$ cat src/rtl/wait_state_ram_if.sv
// Bus bundle for wait_state_ram: access request side (master) and the RAM side (slave).
interface wait_state_ram_if #(
  parameter int DATA_W = 16,
  parameter int ADDR_W = 16
);
  logic              req;
  logic              memory_w;
  logic [ADDR_W-1:0] addr;
  logic [DATA_W-1:0] wdata;
  logic [DATA_W-1:0] rdata;
  logic              memory_ready;
  logic              error;

  modport master (
    output req, memory_w, addr, wdata,
    input  rdata, memory_ready, error
  );

  modport slave (
    input  req, memory_w, addr, wdata,
    output rdata, memory_ready, error
  );
endinterface

$ cat src/rtl/wait_state_ram.sv
// Word RAM whose reads and writes complete after a fixed number of wait cycles.
// An access is triggered by an address change or by req, depending on TRIG_MODE.
module wait_state_ram #(
  parameter int DATA_W    = 16,
  parameter int ADDR_W    = 16,
  parameter int DEPTH     = 256,
  parameter int RD_WAIT   = 0,
  parameter int WR_WAIT   = 1,
  parameter int TRIG_MODE = 0
) (
  input logic             clk,
  input logic             rst,
  wait_state_ram_if.slave bus
);
  // state   | meaning
  // ST_IDLE | no access pending; watching for a trigger
  // ST_WAIT | access latched; counting wait cycles, completes when cnt_q == 0
  typedef enum logic {ST_IDLE, ST_WAIT} state_e;

  localparam int               IDX_W     = (DEPTH > 1) ? $clog2(DEPTH) : 1;
  localparam logic [7:0]       RD_CNT    = 8'(RD_WAIT);
  localparam logic [7:0]       WR_CNT    = 8'(WR_WAIT);
  localparam logic [ADDR_W:0]  DEPTH_LIM = (ADDR_W + 1)'(DEPTH);

  state_e            state_q, state_d;
  logic [7:0]        cnt_q, cnt_d;
  logic [ADDR_W-1:0] addr_q, addr_d;
  logic [ADDR_W-1:0] last_addr_q, last_addr_d;
  logic              we_q, we_d;
  logic [DATA_W-1:0] wdata_q, wdata_d;
  logic [DATA_W-1:0] rdata_q, rdata_d;
  logic              ready_q, ready_d;
  logic              error_q, error_d;

  logic              trigger;
  logic              in_range;
  logic              mem_we;
  logic [IDX_W-1:0]  idx;
  logic [DATA_W-1:0] mem [DEPTH];

  assign trigger  = (TRIG_MODE == 1) ? bus.req : (bus.addr != last_addr_q);
  assign in_range = ({1'b0, addr_q} < DEPTH_LIM);
  assign idx      = addr_q[IDX_W-1:0];

  always_comb begin
    state_d     = state_q;
    cnt_d       = cnt_q;
    addr_d      = addr_q;
    we_d        = we_q;
    wdata_d     = wdata_q;
    last_addr_d = last_addr_q;
    rdata_d     = rdata_q;
    ready_d     = ready_q;
    error_d     = error_q;
    mem_we      = 1'b0;
    case (state_q)
      ST_IDLE: begin
        if (trigger) begin
          addr_d      = bus.addr;
          we_d        = bus.memory_w;
          wdata_d     = bus.wdata;
          last_addr_d = bus.addr;
          cnt_d       = bus.memory_w ? WR_CNT : RD_CNT;
          ready_d     = 1'b0;
          error_d     = 1'b0;
          state_d     = ST_WAIT;
        end
      end
      ST_WAIT: begin
        if (cnt_q != 8'd0) begin
          cnt_d = cnt_q - 8'd1;
        end else begin
          state_d = ST_IDLE;
          ready_d = 1'b1;
          // out-of-range accesses still complete on time but touch nothing
          if (!in_range) begin
            rdata_d = '0;
            error_d = 1'b1;
          end else if (we_q) begin
            mem_we = 1'b1;
          end else begin
            rdata_d = mem[idx];
          end
        end
      end
      default: state_d = ST_IDLE;
    endcase
  end

  always_ff @(posedge clk) begin
    if (rst) begin
      state_q     <= ST_IDLE;
      cnt_q       <= 8'd0;
      addr_q      <= '0;
      we_q        <= 1'b0;
      wdata_q     <= '0;
      last_addr_q <= '0;
      rdata_q     <= '0;
      ready_q     <= 1'b1;
      error_q     <= 1'b0;
    end else begin
      state_q     <= state_d;
      cnt_q       <= cnt_d;
      addr_q      <= addr_d;
      we_q        <= we_d;
      wdata_q     <= wdata_d;
      last_addr_q <= last_addr_d;
      rdata_q     <= rdata_d;
      ready_q     <= ready_d;
      error_q     <= error_d;
    end
  end

  // Contents survive reset; a reset on the completion edge aborts the write.
  always_ff @(posedge clk) begin
    if (mem_we && !rst) begin
      mem[idx] <= wdata_q;
    end
  end

  assign bus.rdata        = rdata_q;
  assign bus.memory_ready = ready_q;
  assign bus.error        = error_q;
endmodule

$ cat src/flat_wrapper.sv
// flat-port wrapper written by rule: the top's interface ports become plain ports
module wait_state_ram_flat 
#(
  parameter int DATA_W    = 16,
  parameter int ADDR_W    = 16,
  parameter int DEPTH     = 256,
  parameter int RD_WAIT   = 0,
  parameter int WR_WAIT   = 1,
  parameter int TRIG_MODE = 0
)
  (clk, rst, bus_req, bus_memory_w, bus_addr, bus_wdata, bus_rdata, bus_memory_ready, bus_error);
  wait_state_ram_if #(.DATA_W(DATA_W), .ADDR_W(ADDR_W)) bus_i ();
  input logic clk;
  input logic rst;
  input wire logic [$bits(bus_i.req)-1:0] bus_req;
  input wire logic [$bits(bus_i.memory_w)-1:0] bus_memory_w;
  input wire logic [$bits(bus_i.addr)-1:0] bus_addr;
  input wire logic [$bits(bus_i.wdata)-1:0] bus_wdata;
  output wire logic [$bits(bus_i.rdata)-1:0] bus_rdata;
  output wire logic [$bits(bus_i.memory_ready)-1:0] bus_memory_ready;
  output wire logic [$bits(bus_i.error)-1:0] bus_error;
  assign bus_i.req = bus_req;
  assign bus_i.memory_w = bus_memory_w;
  assign bus_i.addr = bus_addr;
  assign bus_i.wdata = bus_wdata;
  assign bus_rdata = bus_i.rdata;
  assign bus_memory_ready = bus_i.memory_ready;
  assign bus_error = bus_i.error;
  wait_state_ram #(.DATA_W(DATA_W), .ADDR_W(ADDR_W), .DEPTH(DEPTH), .RD_WAIT(RD_WAIT), .WR_WAIT(WR_WAIT), .TRIG_MODE(TRIG_MODE)) u_core (.clk(clk), .rst(rst), .bus(bus_i));
endmodule
$ cat config.mk
export PLATFORM = sky130hd
export DESIGN_NAME = wait_state_ram_flat
export DESIGN_NICKNAME = d
export VERILOG_FILES = /design/src/rtl/wait_state_ram_if.sv /design/src/rtl/wait_state_ram.sv /design/src/flat_wrapper.sv
export SDC_FILE = /design/constraint.sdc
export NUM_CORES = 2
export LEC_CHECK = 0
export BUFFER_PORTS_ARGS = -buffer_cell sky130_fd_sc_hd__buf_2
export CORE_MARGIN = 5
export CORE_UTILIZATION = 30
export CTS_BUF_LIST = sky130_fd_sc_hd__clkbuf_8 sky130_fd_sc_hd__clkbuf_16
export DETAILED_ROUTE_END_ITERATION = 6
export GPL_TIMING_DRIVEN = 0
export RECOVER_POWER = 25
export SKIP_LAST_GASP = 1
export SYNTH_ARGS = -nofsm -noshare
export SYNTH_HDL_FRONTEND = slang
export SYNTH_SLANG_ARGS = --single-unit
$ cat constraint.sdc
create_clock -name clk -period 4.8 [get_ports clk]
set_clock_uncertainty 0.15 [all_clocks]
set_input_delay 0.24 -clock clk [delete_from_list [all_inputs] [get_ports clk]]
set_output_delay 0.24 -clock clk [all_outputs]
set_load 0.05 [all_outputs]
==> metrics <==
final core occ 0.3612; Vias/cell 6.062; first-pass GRT wire length 935700 um; clk_lat worst skew 1.11 ns; minimum clock period 5.225 ns; TritonCTS clock tree built; largest net degree at the start of global routing 105; Setup CP Type flip-flop to flip-flop; main combinational cell family by area after synthesis multiplexers; Top delay family on crit path simple AND/OR/NAND/NOR gates; failing checks max-capacitance violations, max-slew violations, negative setup slack; multiplexer share of the synthesized area 0.1541; Num CTS Buffers 425; Slowest-stage cell, CP dfxtp_1; port buffer count 52; ANT nets after route 0; Compound-Gate Fraction of Synth Area 0.03060; final setup margin -0.4252 ns; maximum clock rate 191.4 MHz; RSZ-0062 raised after global routing true; Gate Count Post-Synth 7611; CTS H-tree lvls 5; Area growth, synth to finish 20.01%; Crit. End Element flip-flop; worst relative slew slack -1.978; dpl ws -2.635 ns; worst hold path type input pin to flip-flop; P_leak 0.06048 uW; Pre-antenna DRT Iters 7; initial antenna violation count 89; vias 97540; simple-gate share of the synthesized area 0.02466; startpoint types flip-flop; fraction of registers with async set/reset 0; crit path max fanout 10; Final Hold Violating Endpoints 0; layout cells sized above 1 0.2907; total global routing overflow 0; Die ar. 553400 um^2; DRT met1 WL 242900 um; row cnt 269; Final setup viols 64; Yosys reg bits 4164; Worst Path Buf+Inv 1; clock root buffer clkbuf_16; core area 536800 um^2; setup TNS -5.939 ns; peak supply drop 0.3711 mV; Final Slew Violations 2392; status finished, violations left; Placer Congestion 1.036; sequential element share of the synthesized area 0.7697; syn avg cell area 21.23 um^2; Mapped Area 161600 um^2; Ports 54; Clock Path Buffers 4; Slew @ Worst Pin 4.467 ns; Tcrit/Tclk final 1.089; placed instance area 177900 um^2; uppermost layer routed met5; Die X 743.9 um; vias in the first global route 89020; crit path cell chain clkbuf_2 -> nand3_1 -> a21oi_1 -> or4_1 -> nand4_1 -> and4_2 -> o21ai_1; Yosys Warn Count 0; Power Dens Cells 450.0 nW/um^2; Post-Synth Adder-Cell Area 0.0001549; DR WL met2 307400 um; hpwl dp 496300 um; Starting Density 0.3010; clk sinks 4164; Final Instance Area 193900 um^2; maxcap violations 38; crit path DAT 6.08 ns; syn nets 7649; Residual DRC 0; hold slack 0.02192 ns; top_reg_cell synth edfxtp_1; DR WL met3 123100 um; Synth Area in XOR/XNOR 0.0009215; fin nets 8536; Clock transition at path regs 0.06 ns; EDFF count, synth 4096; max incr delay on CP 1.07 ns; Netlist cell types 87; Die Height 743.9 um; WP data required 5.66 ns; initial DRC count 20380; drt total wl 744100 um; Total Routing Usage GR 0.2611; Avg WL per Cell 46.25 um
[worst min-delay path, cell delays in order]
cell,delay [ns]
dlygate4sd3_1,0.53
buf_2,0.12
o221ai_1,0.13
a21oi_1,0.15
[kinds of logic after synthesis]
kind of cell	Yosys count
adder cells (fa/ha/maj)	2
flip-flops	4164
AND/OR/NAND/NOR	900
buffers and inverters	449
AO/OA/AOI/OAI	704
XOR/XNOR	17
multiplexers	1375
[synthesized netlist by cell type (54+ instances only)]
library cell	n	area, um^2
edfxtp_1	4096	123000
nand2_1	275	1032
clkbuf_1	118	442.9
a221oi_1	61	534.3
mux4_1	60	1577
buf_2	126	630.6
o21ai_0	86	430.4
mux2i_1	482	4825
nor2b_1	54	337.8
a21oi_1	124	620.6
buf_4	69	518.0
nor2_1	378	1419
o22ai_1	113	706.9
mux4_2	809	18220
a211oi_1	56	420.4
buf_6	59	664.4
dfxtp_1	68	1361
[per-layer routing]
metal,vias to the layer above,track usage
li1,33840,-
met1,51160,0.3057
met2,10100,0.3647
met3,2401,0.1286
met4,50,0.2029
met5,-,0
[final timing paths]
kind / start / to / slack, ns / cells after the start
setup / recovery: flip-flop / u_core.bus.rdata[3]$_SDFFE_PP0P_ / -0.43 / 7
hold / removal: bus_memory_w / u_core.cnt_q[0]$_SDFFE_PP0P_ / 0.02 / 4
setup reg to reg: flip-flop / u_core.bus.rdata[3]$_SDFFE_PP0P_ / -0.43 / 7
hold reg to reg: u_core.bus.error$_SDFFE_PP0P_ / u_core.bus.error$_SDFFE_PP0P_ / 0.35 / 2
[registers in the layout, indices dropped and copies added (netlist names), named ones only]
register / cells
u_core.addr_q: 16
u_core.bus.error: 1
u_core.bus.memory_ready: 1
u_core.bus.rdata: 16
u_core.cnt_q: 8
u_core.mem: 4096
u_core.state_q: 1
u_core.wdata_q: 16
u_core.we_q: 1
[report_power, final]
| group | total, uW | switching (uW) | internal [uW] |
|---|---|---|---|
| sequential | 41000 | 322 | 40700 |
| clock | 33800 | 14900 | 18900 |
| combinational | 12400 | 9350 | 3070 |
[layout make-up]
class,count,area (um^2)
Clock inverter,343,3148
Fill cell,48590,342900
Inverter,12,52.55
Multi-Input combinational cell,2998,35370
Sequential cell,4164,124400
Timing Repair Buffer,462,6932
Antenna cell,57,142.6
Tap cell,7181,8985
Buffer,435,4043
Clock buffer,439,10870
[cell usage in the layout (no fill, tap or decap), types with 60 or more instances in the layout]
cell / count
mux2i_1: 472
dfxtp_1: 67
mux4_2: 809
clkinv_2: 82
o21ai_0: 70
buf_6: 116
dlygate4sd3_1: 83
buf_8: 210
buf_4: 93
edfxtp_1: 4096
nand2_1: 273
o22ai_1: 110
clkbuf_2: 64
mux4_1: 60
a21oi_1: 114
nor2_2: 226
buf_2: 84
clkbuf_16: 429
buf_16: 92
nor2_1: 113
inv_1: 77
clkinv_1: 95
[what timing repair did]
action                                  in CTS  in global routing
pin swaps                                   12                  6
endpoints found under the setup margin    1494                908
hold buffers                                83                  0
buffers inserted                            11                  2
resized for setup                          335                 71
hold endpoints to repair                    47                  0
[stage by stage]
step / cells / power, uW
after floorplan: 7611 / 46480
after global placement: 14840 / 53150
after detailed placement: 15160 / 53030
after CTS: 16030 / 86180
after global routing: 16040 / 88120
final: 16090 / 87260
Note: power is estimated with default switching activity, not from simulation.
